<file path="config.mk">
export PLATFORM = sky130hd
export DESIGN_NAME = csr_file
export DESIGN_NICKNAME = d
export VERILOG_FILES = /design/src/rtl/csr_pkg.sv /design/src/rtl/csr_trap_unit.sv /design/src/rtl/csr_file.sv
export SDC_FILE = /design/constraint.sdc
export NUM_CORES = 1
export LEC_CHECK = 0
export ABC_AREA = 1
export BUFFER_PORTS_ARGS = -buffer_cell sky130_fd_sc_hd__clkbuf_2
export CORE_AREA = 3 3 364 366
export CTS_CLUSTER_SIZE = 8
export DETAILED_ROUTE_END_ITERATION = 7
export DIE_AREA = 0 0 367 369
export PLACE_DENSITY = 0.38
export SYNTH_ARGS = -nofsm -noshare
export SYNTH_HDL_FRONTEND = slang
export SYNTH_SLANG_ARGS = --single-unit
</file>
<file path="constraint.sdc">
create_clock -name clk -period 4.7 [get_ports clk]
set_clock_uncertainty 0.2 [all_clocks]
set_input_delay 0.47 -clock clk [delete_from_list [all_inputs] [get_ports clk]]
set_output_delay 0.47 -clock clk [all_outputs]
set_load 0.02 [all_outputs]
</file>
<file path="src/rtl/csr_pkg.sv">
// csr_pkg: shared types and constants for the machine-mode CSR file.
//   csr_addr_t / word_t : CSR address and data widths
//   csr_op_t            : trap/return operation carried by the retiring instruction
//   excep_data_t        : exception-state record exchanged with decode/commit
//   MSTATUS_* / CAUSE_* : mstatus field positions and trap cause codes
package csr_pkg;

  typedef logic [11:0] csr_addr_t;
  typedef logic [63:0] word_t;

  localparam csr_addr_t CSR_MSTATUS  = 12'h300;
  localparam csr_addr_t CSR_MTVEC    = 12'h305;
  localparam csr_addr_t CSR_MSCRATCH = 12'h340;
  localparam csr_addr_t CSR_MEPC     = 12'h341;
  localparam csr_addr_t CSR_MCAUSE   = 12'h342;
  localparam csr_addr_t CSR_MTVAL    = 12'h343;
  localparam csr_addr_t CSR_MCYCLE   = 12'hB00;
  localparam csr_addr_t CSR_MINSTRET = 12'hB02;
  localparam csr_addr_t CSR_MHARTID  = 12'hF14;

  typedef enum logic [1:0] {
    CSR_OP_NONE   = 2'd0,
    CSR_OP_MRET   = 2'd1,
    CSR_OP_ECALL  = 2'd2,
    CSR_OP_EBREAK = 2'd3
  } csr_op_t;

  typedef struct packed {
    word_t   mstatus;
    word_t   mtvec;
    word_t   mepc;
    word_t   mcause;
    word_t   mtval;
    csr_op_t csrop;
  } excep_data_t;

  typedef enum logic {
    TRAP_IDLE     = 1'b0,
    TRAP_REDIRECT = 1'b1
  } trap_state_t;

  localparam int unsigned MSTATUS_MIE    = 3;
  localparam int unsigned MSTATUS_MPIE   = 7;
  localparam int unsigned MSTATUS_MPP_LO = 11;
  localparam int unsigned MSTATUS_MPP_HI = 12;

  // Only MIE, MPIE and MPP are implemented; everything else reads 0.
  localparam word_t MSTATUS_WMASK = 64'h0000_0000_0000_1888;

  localparam word_t CAUSE_ECALL_M    = 64'd11;
  localparam word_t CAUSE_BREAKPOINT = 64'd3;

  function automatic word_t align4(input word_t v);
    return {v[63:2], 2'b00};
  endfunction

endpackage

</file>
<file path="src/rtl/csr_trap_unit.sv">
// csr_trap_unit: IDLE/REDIRECT state machine, redirect latch and the
// trap-entry / trap-return next values for the trap CSRs.
//   clk, reset          : core clock, synchronous active-high reset
//   commit_valid/pc     : retiring instruction
//   csrop               : its trap/return operation
//   mstatus/mtvec/mepc  : current CSR state
//   idle                : FSM is accepting commits
//   trap_take           : a trap/return op commits this cycle
//   trap_entry          : that op is ECALL/EBREAK (updates mepc/mcause/mtval)
//   *_next              : values the CSRs take when trap_take is high
//   redirect_*          : PC-redirect handshake towards fetch
module csr_trap_unit
  import csr_pkg::*;
(
  input  logic    clk,
  input  logic    reset,
  input  logic    commit_valid,
  input  word_t   commit_pc,
  input  csr_op_t csrop,
  input  word_t   mstatus,
  input  word_t   mtvec,
  input  word_t   mepc,
  output logic    idle,
  output logic    trap_take,
  output logic    trap_entry,
  output word_t   mstatus_next,
  output word_t   mepc_next,
  output word_t   mcause_next,
  output word_t   mtval_next,
  output logic    redirect_valid,
  output word_t   redirect_pc,
  input  logic    redirect_ready
);

  trap_state_t state;
  word_t       target;

  assign idle       = (state == TRAP_IDLE);
  assign trap_take  = idle && commit_valid && (csrop != CSR_OP_NONE);
  assign trap_entry = (csrop == CSR_OP_ECALL) || (csrop == CSR_OP_EBREAK);

  always_comb begin
    mstatus_next = mstatus;
    mepc_next    = align4(commit_pc);
    mcause_next  = CAUSE_ECALL_M;
    mtval_next   = '0;
    target       = mtvec;
    unique case (csrop)
      CSR_OP_ECALL, CSR_OP_EBREAK: begin
        mstatus_next[MSTATUS_MPIE]                  = mstatus[MSTATUS_MIE];
        mstatus_next[MSTATUS_MIE]                   = 1'b0;
        mstatus_next[MSTATUS_MPP_HI:MSTATUS_MPP_LO] = 2'b11;
        if (csrop == CSR_OP_EBREAK) begin
          mcause_next = CAUSE_BREAKPOINT;
          mtval_next  = commit_pc;
        end
      end
      CSR_OP_MRET: begin
        mstatus_next[MSTATUS_MIE]                   = mstatus[MSTATUS_MPIE];
        mstatus_next[MSTATUS_MPIE]                  = 1'b1;
        mstatus_next[MSTATUS_MPP_HI:MSTATUS_MPP_LO] = 2'b00;
        target                                      = mepc;
      end
      default: ;
    endcase
  end

  always_ff @(posedge clk) begin
    if (reset) begin
      state          <= TRAP_IDLE;
      redirect_valid <= 1'b0;
      redirect_pc    <= '0;
    end else begin
      unique case (state)
        TRAP_IDLE: begin
          if (trap_take) begin
            state          <= TRAP_REDIRECT;
            redirect_valid <= 1'b1;
            redirect_pc    <= target;
          end
        end
        TRAP_REDIRECT: begin
          if (redirect_ready) begin
            state          <= TRAP_IDLE;
            redirect_valid <= 1'b0;
          end
        end
        default: begin
          state          <= TRAP_IDLE;
          redirect_valid <= 1'b0;
        end
      endcase
    end
  end

endmodule

</file>
<file path="src/rtl/csr_file.sv">
// csr_file: machine-mode CSR and trap-state file.
//   clk, reset         : core clock, synchronous active-high reset
//   csr_raddr/rdata    : combinational CSR read port (decode)
//   excep_rdata        : current mstatus/mtvec/mepc snapshot for decode
//   commit_*           : retiring instruction, CSR write and trap record
//   redirect_*         : trap/return PC redirect towards fetch
module csr_file
  import csr_pkg::*;
#(
  parameter word_t HARTID = 64'd0
) (
  input  logic        clk,
  input  logic        reset,
  input  csr_addr_t   csr_raddr,
  output word_t       csr_rdata,
  output excep_data_t excep_rdata,
  input  logic        commit_valid,
  input  word_t       commit_pc,
  input  logic        csr_we,
  input  csr_addr_t   csr_waddr,
  input  word_t       csr_wdata,
  input  excep_data_t excep_wdata,
  output logic        redirect_valid,
  output word_t       redirect_pc,
  input  logic        redirect_ready
);

  word_t mstatus, mtvec, mscratch, mepc, mcause, mtval, mcycle, minstret;

  logic  idle, trap_take, trap_entry;
  word_t mstatus_next, mepc_next, mcause_next, mtval_next;

  // Only the op field of the retiring record matters here.
  logic unused_excep;
  assign unused_excep = ^{excep_wdata.mstatus, excep_wdata.mtvec, excep_wdata.mepc,
                          excep_wdata.mcause, excep_wdata.mtval};

  csr_trap_unit u_trap (
    .clk            (clk),
    .reset          (reset),
    .commit_valid   (commit_valid),
    .commit_pc      (commit_pc),
    .csrop          (excep_wdata.csrop),
    .mstatus        (mstatus),
    .mtvec          (mtvec),
    .mepc           (mepc),
    .idle           (idle),
    .trap_take      (trap_take),
    .trap_entry     (trap_entry),
    .mstatus_next   (mstatus_next),
    .mepc_next      (mepc_next),
    .mcause_next    (mcause_next),
    .mtval_next     (mtval_next),
    .redirect_valid (redirect_valid),
    .redirect_pc    (redirect_pc),
    .redirect_ready (redirect_ready)
  );

  // Later assignments win: a CSR write to a counter overrides its increment.
  always_ff @(posedge clk) begin
    if (reset) begin
      mstatus  <= '0;
      mtvec    <= '0;
      mscratch <= '0;
      mepc     <= '0;
      mcause   <= '0;
      mtval    <= '0;
      mcycle   <= '0;
      minstret <= '0;
    end else begin
      mcycle <= mcycle + 64'd1;
      if (trap_take) begin
        mstatus <= mstatus_next;
        if (trap_entry) begin
          mepc   <= mepc_next;
          mcause <= mcause_next;
          mtval  <= mtval_next;
        end else begin
          minstret <= minstret + 64'd1;
        end
      end else if (idle && commit_valid) begin
        minstret <= minstret + 64'd1;
        if (csr_we) begin
          unique case (csr_waddr)
            CSR_MSTATUS:  mstatus  <= csr_wdata & MSTATUS_WMASK;
            CSR_MTVEC:    mtvec    <= align4(csr_wdata);
            CSR_MSCRATCH: mscratch <= csr_wdata;
            CSR_MEPC:     mepc     <= align4(csr_wdata);
            CSR_MCAUSE:   mcause   <= csr_wdata;
            CSR_MTVAL:    mtval    <= csr_wdata;
            CSR_MCYCLE:   mcycle   <= csr_wdata;
            CSR_MINSTRET: minstret <= csr_wdata;
            default: ;
          endcase
        end
      end
    end
  end

  always_comb begin
    csr_rdata = '0;
    unique case (csr_raddr)
      CSR_MSTATUS:  csr_rdata = mstatus;
      CSR_MTVEC:    csr_rdata = mtvec;
      CSR_MSCRATCH: csr_rdata = mscratch;
      CSR_MEPC:     csr_rdata = mepc;
      CSR_MCAUSE:   csr_rdata = mcause;
      CSR_MTVAL:    csr_rdata = mtval;
      CSR_MCYCLE:   csr_rdata = mcycle;
      CSR_MINSTRET: csr_rdata = minstret;
      CSR_MHARTID:  csr_rdata = HARTID;
      default:      csr_rdata = '0;
    endcase
  end

  always_comb begin
    excep_rdata         = '0;
    excep_rdata.mstatus = mstatus;
    excep_rdata.mtvec   = mtvec;
    excep_rdata.mepc    = mepc;
    excep_rdata.csrop   = CSR_OP_NONE;
  end

endmodule
</file>
==> metrics.md <==
| Metric | Value |
|---|---|
| Resize count post-CTS | `0` |
| Final instance area | `0.0346 mm²` |
| Nets | `5359` |
| Starting DRT DRC Count | `2793` |
| Max_cap viols | `0` |
| Pre-CTS WS | `1010 ps` |
| Crit-path max FO | `16` |
| Worst vdd ir | `213 µV` |
| Total track usage | `0.242` |
| Synth area leaders | `dfxtp_1 (36%), nand2_1 (14%), a21oi_1 (8.6%), o21ai_0 (7.7%), nor2_1 (7.3%)` |
| Area of the die | `0.135 mm²` |
| Outcome | `finished, final reports clean` |
| Via Count | `31900` |
| Largest net degree at the start of global routing | `172` |
| WL final | `171 mm` |
| Die Span Y | `369 µm` |
| Initial core utilization | `0.222` |
| Synth warn | `0` |
| Number of CTS-inserted buffers | `77` |
| Top-level port count | `930` |
| Drt pass-1 iters | `6` |
| Gpl congestion | `0.974` |
| Worst relative slew slack | `0.242` |
| DR WL/cell | `25.7 µm` |
| Initial antenna violation count | `26` |
| Top-area cell type share of the netlist area | `0.356` |
| Register area share after synthesis | `0.356` |
| Post-Place Cell Area | `0.0320 mm²` |
| DRT antenna net count | `0` |
| DR DRC count | `0` |
| Internal power | `0.00786 W` |
| First-pass GRT wire length | `236 mm` |
| Worst Path Required | `4030 ps` |
| RSZ-0062 raised after global routing | `false` |
| #FFs+latches synth | `512` |
| FF-to-FF setup slack | `1230 ps` |
| Fmax | `264 MHz` |
| Hold/Removal Path Class | `in -> reg` |
| Post-synth top area cell | `dfxtp_1` |
| Async SR Flop Fraction | `0` |
| Clock H-tree levels | `3` |
| CTS Buffer Depth | `3` |
| Pins Over Slew Limit | `0` |
| Final setup viols | `0` |
| Share of post-route cells with drive strength above 1 | `0.129` |
| Clock sinks | `512` |
| Minimum clock period | `3780 ps` |
| TNS Setup | `0 ps` |
| Worst Path Arrival | `3110 ps` |
| Worst-Margin Slew | `1130 ps` |
| Rows | `132` |
| Hold slack | `31.2 ps` |
| Min setup slack post-route | `919 ps` |
| Crit start category | `input port` |
| Syn Area/Cell | `6.36 µm²` |
| Congestion Overflow GR | `0` |
| Post-synth EDFFs | `0` |
| Area growth syn-to-layout | `20.1%` |
| Commonest cells in the netlist | `nand2_1 (1095), nor2_1 (557), dfxtp_1 (512)` |
| Clk network pwr share | `0.482` |
| Synth Flop Type | `dfxtp_1` |
| CTS tree | `built` |
| Reg power frac | `0.409` |
| Hold violation count in the final report | `0` |
| Synth cell types | `42` |
| Clk slew on worst S/H paths | `50 ps` |
| Cell count after synthesis | `4528` |
| Clk Latency, worst-skew pair | `650 ps` |
| DR vias/cell | `4.79` |
| Most common cell in the netlist | `nand2_1` |
| Root Buffer | `clkbuf_16` |
| Comb pwr share | `0.109` |
| Critical path capture point type | `output pin` |
| Pleak | `14.6 nW` |
| Switching share of power | `0.295` |
| Period utilization | `0.805` |
| Setup CP Type | `in -> out` |
| DPL Wire Length | `127 mm` |
| PD cells | `323 mW/mm²` |
| IO Port Bufs | `413` |
| Core box area | `0.129 mm²` |
| Syn Std Cell Area | `0.0288 mm²` |
| P_sw | `0.00329 W` |
| Die width | `367 µm` |
| Vias in the first global route | `30000` |
## metrics by stage
step / power [W] / cells / utilization
finish: 0.0112 / 6650 / 0.267
global route: 0.0115 / 6645 / 0.267
CTS: 0.0113 / 6643 / 0.267
detailed placement: 0.00583 / 6505 / 0.247
global placement: 0.00583 / 6505 / 0.247
floorplan: 0.00542 / 4723 / -
## critical path, stage by stage
cell and delay [ps]:
clkbuf_2 80, nor2_1 250, nand2_1 160, nor4_2 490
nand2_1 240, buf_4 320, o21ai_0 560, a21oi_1 80
nand3_1 220, clkbuf_2 220
## power groups by stage
stage	clock, W	sequential (W)	combinational (W)
after floorplan	0	0.00471	0.000718
after global placement	0	0.00465	0.00118
after detailed placement	0	0.00465	0.00118
after CTS	0.00549	0.00456	0.00121
after global routing	0.00566	0.00457	0.00131
final	0.00538	0.00456	0.00122
## cell type report
class / count / area (µm²)
Inverter: 421 / 1590
Antenna cell: 7 / 17.5
Timing Repair Buffer: 524 / 3220
Clock buffer: 96 / 2110
Fill cell: 14900 / 94900
Tap cell: 1742 / 2180
Sequential cell: 512 / 10200
Multi-Input combinational cell: 3342 / 15100
Clock inverter: 6 / 62.6
## sequential cells by signal, summed over array words and instances, names as in the netlist
name and count:
mcause 64, mcycle 64, mepc 62, minstret 64
mscratch 64, mstatus 4, mtval 64, mtvec 62
u_trap.redirect_pc 62, u_trap.redirect_valid 1, u_trap.state 1
## cells in the final DEF (no fill, tap or decap), types with 38 or more instances in the layout
cell	netlist	layout
nor2_1	557	554
conb_1	1	196
a211oi_1	66	66
buf_4	211	57
nand2_1	1095	1092
o21ai_0	445	445
dfxtp_1	512	512
clkbuf_16	0	80
clkbuf_2	0	412
a21oi_1	494	494
nand3_1	235	234
inv_1	405	403
nand4_1	54	54
nor3_1	38	38
## repair_timing
action,4_1_cts,5_1_grt
hold buffers,36,0
buffers inserted,0,0
endpoints found under the setup margin,0,0
hold endpoints to repair,52,0
## worst paths after layout
kind,depth (start not counted),start,end
max,10,csr_raddr[5],csr_rdata[62]
min,3,csr_wdata[47],mcause[47]
max reg2reg,14,u_trap.state,minstret[34]
min reg2reg,2,mcause[33],mcause[33]
## cells by family after synthesis
| logic type | share of synthesized area |
|---|---|
| DFF | 0.356 |
| buffers and inverters | 0.145 |
| xor gates and xnor gates | 0.0113 |
| other | 0.000130 |
| and+or+nand+nor | 0.287 |
| adders and majority gates | 0.000869 |
| AOI/OAI and AO/OA | 0.200 |
## metal layers
layer,up-vias,wire length [µm],global-route usage
li1,15000,-,-
met1,15500,80900,0.347
met2,1269,75000,0.378
met3,155,11500,0.0394
met4,6,3230,0.0516
met5,-,45,0
Power figures use the tool's default switching activity.
